### src/rtl/sdr_toggle_responder.sv
//-----------------------------------------------------------------------------
// sdr_toggle_responder
// Memory-side responder for the sound block's two toggle-handshake SDRAM
// channels. The CPU word channel (16-bit reads, byte-masked writes) and the
// sample channel (64-bit reads, fetched as four 16-bit words) are serialised
// onto one 16-bit variable-latency command port.
//
// Ports:
//   clk_sys, reset_n              clock, async active-low reset
//   cpu_addr/din/wr_sel/req       CPU request side (wr_sel 00 = read)
//   cpu_ack, cpu_dout             CPU acknowledge toggle, read data
//   smp_addr/req                  sample request side (8-byte aligned)
//   smp_ack, smp_data             sample acknowledge toggle, 64-bit data
//   mem_req/we/be/addr/wdata      command to memory (mem_req is a level)
//   mem_gnt                       command accepted this cycle
//   mem_rvalid, mem_rdata         in-order read return
//
// state    | meaning
// IDLE     | no command in flight, arbitrating between pending channels
// CPU_CMD  | CPU command presented, waiting for mem_gnt
// CPU_WAIT | CPU read granted, waiting for mem_rvalid
// SMP_CMD  | sample word command presented, waiting for mem_gnt
// SMP_WAIT | sample word granted, waiting for mem_rvalid
//-----------------------------------------------------------------------------
`timescale 1ns/1ps

module sdr_toggle_responder #(
    parameter bit          CPU_PRIO     = 1'b1,
    parameter int unsigned STARVE_LIMIT = 4
) (
    input  logic        clk_sys,
    input  logic        reset_n,
    input  logic [24:0] cpu_addr,
    input  logic [15:0] cpu_din,
    input  logic [1:0]  cpu_wr_sel,
    input  logic        cpu_req,
    output logic        cpu_ack,
    output logic [15:0] cpu_dout,
    input  logic [24:0] smp_addr,
    input  logic        smp_req,
    output logic        smp_ack,
    output logic [63:0] smp_data,
    output logic        mem_req,
    output logic        mem_we,
    output logic [1:0]  mem_be,
    output logic [24:0] mem_addr,
    output logic [15:0] mem_wdata,
    input  logic        mem_gnt,
    input  logic        mem_rvalid,
    input  logic [15:0] mem_rdata
);

    typedef enum logic [2:0] {
        IDLE,
        CPU_CMD,
        CPU_WAIT,
        SMP_CMD,
        SMP_WAIT
    } state_t;

    localparam logic [3:0] STARVE_MAX = 4'(STARVE_LIMIT);

    state_t      r_state;
    logic        r_cpu_wr;
    logic [21:0] r_smp_base;
    logic [1:0]  r_widx;
    logic [47:0] r_shadow;
    logic [3:0]  r_starve;

    logic       w_cpu_pend;
    logic       w_smp_pend;
    logic       w_pick_smp;
    logic [3:0] w_starve_cpu_done;
    logic       w_unused_bits;

    assign w_cpu_pend = cpu_req ^ cpu_ack;
    assign w_smp_pend = smp_req ^ smp_ack;

    // With both pending the priority channel wins, except that a CPU-priority
    // configuration yields to the sample channel once the starve count is full.
    always_comb begin
        w_pick_smp = 1'b0;
        if (w_cpu_pend && w_smp_pend) begin
            if (CPU_PRIO)
                w_pick_smp = (r_starve == STARVE_MAX);
            else
                w_pick_smp = 1'b1;
        end else begin
            w_pick_smp = w_smp_pend;
        end
    end

    // Starve count after a CPU completion: counts only while sample waits.
    always_comb begin
        w_starve_cpu_done = 4'd0;
        if (w_smp_pend)
            w_starve_cpu_done = (r_starve == STARVE_MAX) ? STARVE_MAX : r_starve + 4'd1;
    end

    assign w_unused_bits = ^{cpu_addr[0], smp_addr[2:0]};

    always_ff @(posedge clk_sys or negedge reset_n) begin
        if (!reset_n) begin
            r_state    <= IDLE;
            r_cpu_wr   <= 1'b0;
            r_smp_base <= '0;
            r_widx     <= '0;
            r_shadow   <= '0;
            r_starve   <= '0;
            cpu_ack    <= 1'b0;
            cpu_dout   <= '0;
            smp_ack    <= 1'b0;
            smp_data   <= '0;
            mem_req    <= 1'b0;
            mem_we     <= 1'b0;
            mem_be     <= '0;
            mem_addr   <= '0;
            mem_wdata  <= '0;
        end else begin
            case (r_state)
                IDLE: begin
                    if (w_pick_smp) begin
                        r_smp_base <= smp_addr[24:3];
                        r_widx     <= 2'd0;
                        r_starve   <= 4'd0;
                        mem_req    <= 1'b1;
                        mem_we     <= 1'b0;
                        mem_be     <= 2'b11;
                        mem_addr   <= {smp_addr[24:3], 2'd0, 1'b0};
                        r_state    <= SMP_CMD;
                    end else if (w_cpu_pend) begin
                        r_cpu_wr  <= (cpu_wr_sel != 2'b00);
                        mem_req   <= 1'b1;
                        mem_we    <= (cpu_wr_sel != 2'b00);
                        mem_be    <= (cpu_wr_sel != 2'b00) ? cpu_wr_sel : 2'b11;
                        mem_addr  <= {cpu_addr[24:1], 1'b0};
                        mem_wdata <= cpu_din;
                        r_state   <= CPU_CMD;
                    end
                end

                CPU_CMD: begin
                    if (mem_gnt) begin
                        mem_req <= 1'b0;
                        if (r_cpu_wr) begin
                            cpu_ack  <= ~cpu_ack;
                            r_starve <= w_starve_cpu_done;
                            r_state  <= IDLE;
                        end else begin
                            r_state <= CPU_WAIT;
                        end
                    end
                end

                CPU_WAIT: begin
                    if (mem_rvalid) begin
                        cpu_dout <= mem_rdata;
                        cpu_ack  <= ~cpu_ack;
                        r_starve <= w_starve_cpu_done;
                        r_state  <= IDLE;
                    end
                end

                SMP_CMD: begin
                    if (mem_gnt) begin
                        mem_req <= 1'b0;
                        r_state <= SMP_WAIT;
                    end
                end

                SMP_WAIT: begin
                    if (mem_rvalid) begin
                        if (r_widx == 2'd3) begin
                            // Publish all four words together so smp_data only
                            // ever moves alongside the acknowledge toggle.
                            smp_data <= {mem_rdata, r_shadow};
                            smp_ack  <= ~smp_ack;
                            r_state  <= IDLE;
                        end else begin
                            case (r_widx)
                                2'd0:    r_shadow[15:0]  <= mem_rdata;
                                2'd1:    r_shadow[31:16] <= mem_rdata;
                                default: r_shadow[47:32] <= mem_rdata;
                            endcase
                            r_widx   <= r_widx + 2'd1;
                            mem_req  <= 1'b1;
                            mem_addr <= {r_smp_base, r_widx + 2'd1, 1'b0};
                            r_state  <= SMP_CMD;
                        end
                    end
                end

                default: r_state <= IDLE;
            endcase
        end
    end

endmodule

### config.mk
export PLATFORM = sky130hd
export DESIGN_NAME = sdr_toggle_responder
export DESIGN_NICKNAME = d
export VERILOG_FILES = /design/src/rtl/sdr_toggle_responder.sv
export SDC_FILE = /design/constraint.sdc
export NUM_CORES = 1
export LEC_CHECK = 0
export ABC_AREA = 1
export BUFFER_PORTS_ARGS = -buffer_cell sky130_fd_sc_hd__buf_4
export CORE_MARGIN = 4
export CORE_UTILIZATION = 50
export CTS_CLUSTER_DIAMETER = 30
export DETAILED_ROUTE_END_ITERATION = 16
export PLACE_DENSITY = 0.76
export SYNTH_ARGS = -nofsm -noshare
export SYNTH_HDL_FRONTEND = slang
export SYNTH_SLANG_ARGS = --single-unit
### constraint.sdc
create_clock -name clk_sys -period 2.1 [get_ports clk_sys]
set_clock_uncertainty 0.2 [all_clocks]
set_input_delay 0.42 -clock clk_sys [delete_from_list [all_inputs] [get_ports clk_sys]]
set_output_delay 0.42 -clock clk_sys [all_outputs]
set_load 0.005 [all_outputs]
Word level (Yosys, flattened, before mapping)

Cells that the tools add are included.

Memory bits (writable): 0
Input port bits: 90
Word-level logic and storage cells: 108
Latch bits: 0
Register bits after elaboration: 207
Output and inout bits: 127
Memories kept: 0
Memory bits (read-only): 0

Multiplexer cells: 41
Reductions and logical operators: 25
Div/mod/pow operators: 0
$mul: 0
Equal/unequal tests: 16
Shift operators: 0
Bitwise operators: 7
Add/sub/neg operators: 2
$lt $le $gt $ge: 0

Operator list:

| cell                                                            | number |
|---|---|
| 25-bit 2-to-1 mux                                               | 4 |
| 25-bit case mux with 2 select lines                             | 1 |
| 4-bit 2-to-1 mux                                                | 6 |
| 4-bit AND reduction                                             | 6 |
| 3-bit 2-to-1 mux                                                | 6 |
| 2-bit 2-to-1 mux                                                | 8 |
| 3-bit case mux with 5 select lines                              | 1 |
| 5-bit AND reduction                                             | 3 |
| 2-bit inequality test, second input constant                    | 7 |
| 4-bit case mux with 3 select lines                              | 1 |
| 1-bit 2-to-1 mux                                                | 11 |
| 2-bit nonzero test                                              | 4 |
| 3-bit by 2-bit == test with 1-bit output, second input constant | 2 |
| 2-bit AND reduction                                             | 3 |
| 3-bit AND reduction                                             | 2 |
| 3-bit nonzero test                                              | 2 |
| 1-bit NOT                                                       | 5 |
| 4-bit by 1-bit adder with 4-bit output, second input constant   | 1 |
| 4-bit by 3-bit == test with 1-bit output, second input constant | 1 |
| 2-bit case mux with 2 select lines                              | 1 |
| 2-bit OR reduction                                              | 2 |
| 3-bit by 1-bit == test with 1-bit output, second input constant | 1 |
| 3-bit == test, second input constant                            | 1 |
| 3-bit zero test                                                 | 1 |
| 10 further kinds                                                | 11 |

Longest topological paths before layout

Gate-level depths: netlist of run 1.

Depth after elaboration: 6
Gate-level depth with buffers: 11
Mapped depth without buffers: 10

Least setup slack after synthesis of run 1

OpenSTA, ideal clock, no wires.

Path kind: register -> register
From: register r_starve[0]
To: register r_smp_base[10]
Path buffers: 1
Data arrival time: 1363 ps
Slack: 420 ps
Required time: 1783 ps
Period minus slack after synthesis: 1680 ps
Library setup time: 117 ps
Stages on the path, launching flop included: 9
Cells stage by stage: dfrtp_1 -> inv_1 -> ha_1 -> nand3_2 -> a21oi_2 -> nand2_2 -> buf_2 -> nand2_1 -> nand2_1

Cells in the longest elaborated chain, start to end: 3

RTL lines:

| item                                     | RTL line | RTL |
|---|---|---|
| from (decl)                              | 68       | `logic [3:0] r_starve;` |
| from (signal assigned)                   | 147      | `r_starve <= w_starve_cpu_done;` |
| from (signal assigned)                   | 159      | `r_starve <= w_starve_cpu_done;` |
| 4-bit by 3-bit == test with 1-bit output | 85       | `w_pick_smp = (r_starve == STARVE_MAX);` |
| 1-bit 2-to-1 mux                         | 83       | `if (w_cpu_pend && w_smp_pend) begin` |
| 2-bit AND reduction (no line)            | -        |  |
| to (signal assigned)                     | 123      | `r_smp_base <= smp_addr[24:3];` |
| to (decl)                                | 65       | `logic [21:0] r_smp_base;` |

No other way between the ends.
A chain may end at the register's enable or synchronous reset.

Final worst setup path of run 1

From: register r_widx[0]
To: register r_shadow[14]

Cells in the longest elaborated chain, start to end: 3
Elaborated cells on any way between the ends: 4
Those cells by class: eq/ne: 1; bitwise: 1; reduce/logical: 2

RTL lines:

| item                            | RTL line | RTL |
|---|---|---|
| from (decl)                     | 66       | `logic [1:0] r_widx;` |
| from (signal assigned)          | 185      | `r_widx <= r_widx + 2'd1;` |
| 2-bit == test                   | 173      | `if (r_widx == 2'd3) begin` |
| 1-bit NOT (no line)             | -        |  |
| 4-bit AND reduction (no line) * | -        |  |
| to (signal assigned)            | 181      | `2'd0: r_shadow[15:0] <= mem_rdata;` |
| to (decl)                       | 67       | `logic [47:0] r_shadow;` |

Every way passes the cells marked *; elsewhere a longest branch is shown, timed or not.

==> impl_metrics.py, run 1 <==
metrics = {
    "die": {
        "pin_count": 217,
        "start_util_pct": 50.9,
        "row_count": 48,
        "die_area_mm2": 0.0198,
        "die_h_um": 141,
        "core_mm2": 0.0173,
        "die_w_um": 141,
    },
    "synth": {
        "avgSynthCellArea_um2": 8.62,
        "ys.flop_type": "dfrtp_1",
        "yosys.area.top_type": "dfrtp_1",
        "yosysWarnings": 0,
        "netlist_instances": 1021,
        "async_flop_share_pct": 100,
        "synth_most_common_cell": "nand2_1",
        "synth_edf_count": 0,
        "synth_area_leaders": "dfrtp_1 59%, nand2_1 16%, nand3_1 4.5%, o21ai_0 4.0%, o21ai_1 3.8%",
        "synthDistinctLibCells": 28,
        "syn_nets": 1117,
        "synth_top_area_share_pct": 58.6,
        "yosysSeqAreaShare_pct": 58.6,
        "yosys_register_bits": 206,
        "synthesis.area_mm2": 0.00880,
        "synthTopCellsByCount": "364 x nand2_1, 206 x dfrtp_1, 84 x inv_1",
    },
    "drt": {
        "vias": 7984,
        "drt_iter0_drc": 556,
        "dr.pass1.iters": 5,
        "drt_wl_total_um": 25100,
        "viasPerCell": 5.14,
        "ant_nets": 0,
        "drc": 0,
        "routedWlPerCell_um": 16.1,
    },
    "cts": {
        "clk_latency_ns": 0.51,
        "clk_root_buffer_cell": "clkbuf_16",
        "cts_tree": "done",
        "cts.sinks": 206,
        "cts_max_path_buffers": 3,
        "htree_levels": 2,
        "clk_pin_slew_ns": 0.06,
        "cts_made_buffers": 39,
    },
    "timing": {
        "tightestPinTransition_ns": 0.521,
        "tns_ns": 0,
        "finalSetupViolCount": 0,
        "relSlewSlack_pct": 65.2,
        "drv_slew": 0,
        "hold_violations": 0,
        "final.period_utilization_pct": 94.1,
        "rsz0062_at_grt": "false",
        "timing.final.ws_setup_ns": 0.124,
        "min_period_ns": 1.98,
        "fmax_mhz": 506,
    },
    "worst_setup_path": {
        "worstSetupStartpointType": "flop",
        "r2r_cells": 6,
        "critPathArrivalTime_ns": 2.14,
        "end_kind": "flop",
        "r2r_end": "r_shadow[14]",
        "critPathMaxFanout": 32,
        "path_class": "reg2reg",
        "r2r_slack_ns": 0.12,
        "crit_required_ns": 2.27,
        "regToRegStartpoint": "r_widx[0]",
    },
    "power": {
        "powerDensity_mw_per_mm2": 1320,
        "ir_worst_vdd_mv": 0.894,
        "p_leak_nw": 6.66,
    },
    "cells_and_area": {
        "design_area_mm2": 0.0126,
        "num-fill-cells": 1252,
        "drive_gt1_share_pct": 24.6,
        "final_core_util_pct": 72.9,
        "antenna_cells": 0,
        "syn2layout_area_growth_pct": 43.3,
        "stdcell_count": 1554,
        "nNetsFinal": 1394,
    },
    "global_routing": {
        "grt.met1_usage_pct": 32.0,
        "grt_overflow": 0,
        "grt_first_pass_wirelength_um": 41100,
        "met3_usage_pct": 4.65,
        "grt_use_met2_pct": 42.3,
        "grt_max_degree": 84,
        "grt.busiest_layer": "met2",
        "track_usage_pct": 25.7,
        "grt_pass1_vias": 8095,
        "antenna_found_initial": 0,
    },
    "worst_hold_path": {
        "hold_start": "cpu_wr_sel[1]",
        "hold_end": "mem_we",
        "hold_path_class": "in2reg",
        "whs_path_depth": 3,
    },
    "placement": {
        "gp_congestion": 0.858,
        "dpl_worst_slack_ns": 0.153,
        "hpwl_um": 15400,
        "io_buffer_count": 211,
        "post_dp_cell_area_mm2": 0.0107,
        "place_inst": 1425,
    },
    "run": {
        "maxCapViolCount": 0,
    },
    "outcome": {
        "status": "complete, no violations",
    },
}
-- placed cells by master (no fill, tap or decap) --
| cell type | Yosys | final |
|---|---|---|
| a21oi_1 | 4 | 4 |
| a21oi_2 | 2 | 2 |
| buf_12 | 0 | 10 |
| buf_4 | 9 | 223 |
| bufinv_16 | 0 | 5 |
| clkbuf_1 | 7 | 2 |
| clkbuf_16 | 0 | 40 |
| clkbuf_8 | 0 | 6 |
| clkinv_2 | 0 | 7 |
| clkinv_4 | 0 | 3 |
| clkinv_8 | 0 | 1 |
| clkinvlp_4 | 0 | 4 |
| conb_1 | 1 | 1 |
| dfrtp_1 | 206 | 205 |
| dfrtp_2 | 0 | 1 |
| dlygate4sd3_1 | 0 | 57 |
| ha_1 | 6 | 6 |
| inv_1 | 84 | 84 |
| inv_2 | 6 | 6 |
| inv_6 | 0 | 5 |
| nand2_1 | 364 | 364 |
| nand2_2 | 3 | 3 |
| nand2_4 | 1 | 1 |
| nand3_1 | 79 | 79 |
| nand3_2 | 4 | 3 |
| nand3_4 | 1 | 2 |
| nand4_1 | 2 | 2 |
| nor2_1 | 55 | 55 |
| nor2_2 | 1 | 1 |
| nor2_4 | 2 | 2 |
| nor2_8 | 2 | 2 |
| o21ai_0 | 70 | 70 |
| o21ai_1 | 67 | 67 |
| o21bai_1 | 1 | 1 |
| o22ai_1 | 1 | 1 |
| xor2_1 | 4 | 4 |
-- report_power, final --
group / internal (mW) / switching (mW) / total, mW
Combinational: 1.91 / 2.59 / 4.50
Sequential: 5.06 / 0.623 / 5.69
Clock: 4.31 / 2.14 / 6.44
-- area by class of cell --
type	count	area, µm²	share of cell area [%]
clock inverters	25	302	2.39
repair buffers	291	2460	19.5
inverters	90	338	2.68
clock buffers	47	1080	8.54
flip-flops and latches	206	5160	40.9
well taps	225	282	2.23
multi-input cells	670	3000	23.8
-- kinds of logic after synthesis --
logic type,after synthesis,synth area share (%)
other,1,0.0426
XOR/XNOR,4,0.398
flip-flops,206,58.6
adder cells (fa/ha/maj),6,0.853
AND/OR/NAND/NOR,514,24.3
buffers and inverters,145,7.45
AO/OA/AOI/OAI,145,8.38
-- metal layers --
layer  wire length, µm  vias up  share of wire [%]
li1                  -     3783                  -
met1              9800     3802                 39
met2             12300      317                 49
met3              1570       82                6.2
met4              1440        0                5.7
met5                 0        -                  0
-- flip-flops by register name, summed over array words and instances (netlist names) --
signal and cells:
r_starve 4, smp_data 64, mem_wdata 16, mem_be 2, r_state 3, r_shadow 48, r_cpu_wr 1, mem_req 1
mem_addr 24, cpu_ack 1, mem_we 1, cpu_dout 16, r_widx 2, r_smp_base 22, smp_ack 1
-- critical path, stage by stage (launching register included) --
cell	delay [ns]
dfrtp_1	0.44
ha_1	0.29
inv_1	0.09
nand2_1	0.16
nor2_2	0.08
buf_12	0.16
o21ai_0	0.40
-- worst max-delay path by stage --
stage | endpoint | cells after the start | startpoint
6_report | r_shadow[14] | 6 | r_widx[0]
2_1_floorplan | r_smp_base[10] | 8 | r_starve[0]
3_5_place_dp | r_widx[0] | 9 | smp_req
4_1_cts | r_state[1] | 8 | r_starve[0]
5_1_grt | r_state[1] | 8 | r_starve[0]
3_3_place_gp | r_widx[1] | 9 | smp_req
-- metrics by stage --
| stage | hold slack, ns | power, mW |
|---|---|---|
| detailed placement | 0.206 | 10.0 |
| floorplan | -0.0756 | 8.17 |
| CTS | 0.00665 | 16.6 |
| finish | 0.0196 | 16.6 |
| global placement | 0.200 | 9.88 |
| global route | 0.0229 | 17.6 |
-- timing repair --
action                                  CTS  global route
buffers inserted                          0             0
hold buffers                             57             0
resized for setup                         0             1
endpoints found under the setup margin    0             1
hold endpoints to repair                108             0
Note: power is estimated with default switching activity, not from simulation.
==> run 2, diff against run 1 <==
--- a/config.mk
+++ b/config.mk
@@ -8,10 +8,10 @@
 export ABC_AREA = 1
 export BUFFER_PORTS_ARGS = -buffer_cell sky130_fd_sc_hd__buf_4
 export CORE_MARGIN = 4
-export CORE_UTILIZATION = 50
+export CORE_UTILIZATION = 53
 export CTS_CLUSTER_DIAMETER = 30
 export DETAILED_ROUTE_END_ITERATION = 16
-export PLACE_DENSITY = 0.76
+export PLACE_DENSITY = 0.79
 export SYNTH_ARGS = -nofsm -noshare
 export SYNTH_HDL_FRONTEND = slang
 export SYNTH_SLANG_ARGS = --single-unit
==> run 2 against run 1 <==
Cell area about the same. Critical path depth rose by 4. Cell count fell by 0.58%. First-iteration DRC count is 9.5% lower. Clock-buffer cell count up 5. Register-to-register slack better by 0.02 ns. Clock power increased by 4.5%. Wire length grew 2.1%. Critical endpoint is now mem_addr[5]. Largest power group unchanged.
==> impl_metrics.py, run 2 (synthesis gave the netlist of run 1 again) <==
metrics = {
    "die": {
        "core_mm2": 0.0161,
        "pin_count": 217,
        "die_h_um": 137,
        "die_w_um": 137,
        "die_area_mm2": 0.0187,
        "start_util_pct": 54.8,
        "row_count": 46,
    },
    "timing": {
        "finalSetupViolCount": 0,
        "relSlewSlack_pct": 60.1,
        "tns_ns": 0,
        "min_period_ns": 1.96,
        "tightestPinTransition_ns": 0.598,
        "final.period_utilization_pct": 93.3,
        "rsz0062_at_grt": "false",
        "fmax_mhz": 510,
        "whs_ns": 0.0277,
        "hold_violations": 0,
        "drv_slew": 0,
    },
    "placement": {
        "hpwl_um": 15500,
        "io_buffer_count": 211,
        "gp_congestion": 0.855,
        "place_inst": 1416,
    },
    "drt": {
        "viasPerCell": 5.24,
        "drt_wl_total_um": 25600,
        "drc": 0,
        "dr.pass1.iters": 7,
        "routedWlPerCell_um": 16.6,
        "ant_nets": 0,
        "vias": 8094,
        "drt_iter0_drc": 503,
    },
    "global_routing": {
        "grt_pass1_vias": 8150,
        "grt_max_degree": 130,
        "track_usage_pct": 27.4,
        "grt_overflow": 0,
        "antenna_found_initial": 0,
        "grt_first_pass_wirelength_um": 40700,
    },
    "outcome": {
        "status": "complete, no violations",
    },
    "worst_hold_path": {
        "hold_path_class": "in2reg",
    },
    "cells_and_area": {
        "largest_reg_flops": 64,
        "antenna_cells": 0,
        "reg_top3": "smp_data x64, r_shadow x48, mem_addr x24",
        "stdcell_count": 1545,
        "layout_commonest_cell": "nand2_1",
        "num-fill-cells": 1005,
        "final_cell_mix": "364 x nand2_1, 225 x buf_4, 205 x dfrtp_1",
        "multi_input_area_mm2": 0.00300,
        "largest-register": "smp_data",
        "regArea_mm2": 0.00516,
        "nNetsFinal": 1395,
        "drive_gt1_share_pct": 24.3,
        "syn2layout_area_growth_pct": 43.4,
    },
    "worst_setup_path": {
        "crit_top_cell": "nand2_1",
        "r2r_slack_ns": 0.14,
        "critPathArrivalTime_ns": 2.13,
        "end_kind": "flop",
        "path_cells": "inv_1 > ha_1 > nand3_2 > nand2_1 > nand2_2 > buf_6 > nand2_1 > nand3_1 > nand2_1 > nand2_1",
        "r2r_end": "mem_addr[5]",
        "slowest_stage": "dfrtp_1",
        "cp.buffers_inverters": 2,
        "r2r_cells": 10,
        "cp_top_family": "simple AND/OR/NAND/NOR gates",
        "path_depth": 10,
        "regToRegStartpoint": "r_starve[0]",
        "worstSetupEndpoint": "mem_addr[5]",
        "worstSetupStartpointType": "flop",
        "critPathLaunch": "r_starve[0]",
        "path_class": "reg2reg",
        "cp_slowest_stage_delay_ns": 0.41,
        "crit_required_ns": 2.27,
        "critPathMaxFanout": 16,
    },
    "cts": {
        "cts_tree": "done",
        "cts.sinks": 206,
        "clk_root_buffer_cell": "clkbuf_16",
        "cts_made_buffers": 39,
        "htree_levels": 2,
        "clk_pin_slew_ns": 0.04,
        "cts_max_path_buffers": 3,
        "clk_latency_ns": 0.51,
        "cts_setup_buffers": 0,
    },
    "power": {
        "p_int_mw": 11.6,
        "powerDensity_mw_per_mm2": 1340,
        "ir_worst_vdd_mv": 0.909,
        "combPwrFrac_pct": 26.5,
        "switching_share_pct": 31.1,
        "p_leak_nw": 6.68,
        "power_frac_seq_pct": 33.7,
        "clkPwrFrac_pct": 39.8,
        "switchingPower_mw": 5.25,
    },
    "run": {
        "maxCapViolCount": 0,
    },
}
==> run 2: metrics by stage <==
step / setup slack [ns] / utilization (%) / area [µm²] / power, mW
floorplan: 0.420 / - / 8800 / 8.17
global placement: 0.159 / 66.0 / 10600 / 9.81
detailed placement: 0.126 / 66.0 / 10600 / 9.98
CTS: 0.0943 / 78.5 / 12600 / 16.8
global route: 0.000984 / 78.6 / 12600 / 17.8
finish: 0.141 / 78.6 / 12600 / 16.9
==> run 2: power by group through the flow <==
stage	clock, mW	combinational, mW	sequential [mW]
after CTS	6.76	4.43	5.66
final	6.73	4.47	5.69
after detailed placement	0	4.30	5.68
after global routing	7.01	5.02	5.79
after global placement	0	4.15	5.66
after floorplan	0	2.58	5.59
==> run 2: layout make-up <==
type | instances | area share [%]
clock buffers | 52 | 8.84
flip-flops and latches | 206 | 40.9
clock inverters | 19 | 2.53
well taps | 216 | 2.14
repair buffers | 292 | 19.2
inverters | 90 | 2.68
multi-input cells | 670 | 23.7
==> run 2: worst min-delay path by stage <==
stage,from,endpoint,slack [ns],cells after the start
finish,cpu_addr[18],mem_addr[18],0.03,5
global route,cpu_addr[15],mem_addr[15],0.03,5
CTS,cpu_addr[18],mem_addr[18],0.01,5
detailed placement,reset_n,smp_data[25],0.21,1
global placement,reset_n,smp_data[25],0.21,1
floorplan,reset_n,cpu_ack,-0.08,0
==> run 2: tightest hold or removal path: stages <==
cell	delay, ns
buf_4	0.08
nand2_1	0.04
nand3_1	0.05
nand2_1	0.05
nand2_1	0.05
==> run 2: what timing repair did <==
item,CTS,global route
hold buffers,58,0
setup endpoints to repair,0,7
hold endpoints to repair,112,0
resized for setup,0,3
==> run 2: metal layers <==
layer,global-route usage [%],vias up,wire length [µm]
li1,-,3778,-
met1,33.7,3804,9700
met2,45.4,397,12500
met3,5.55,115,1910
met4,15.0,0,1550
met5,0,-,0
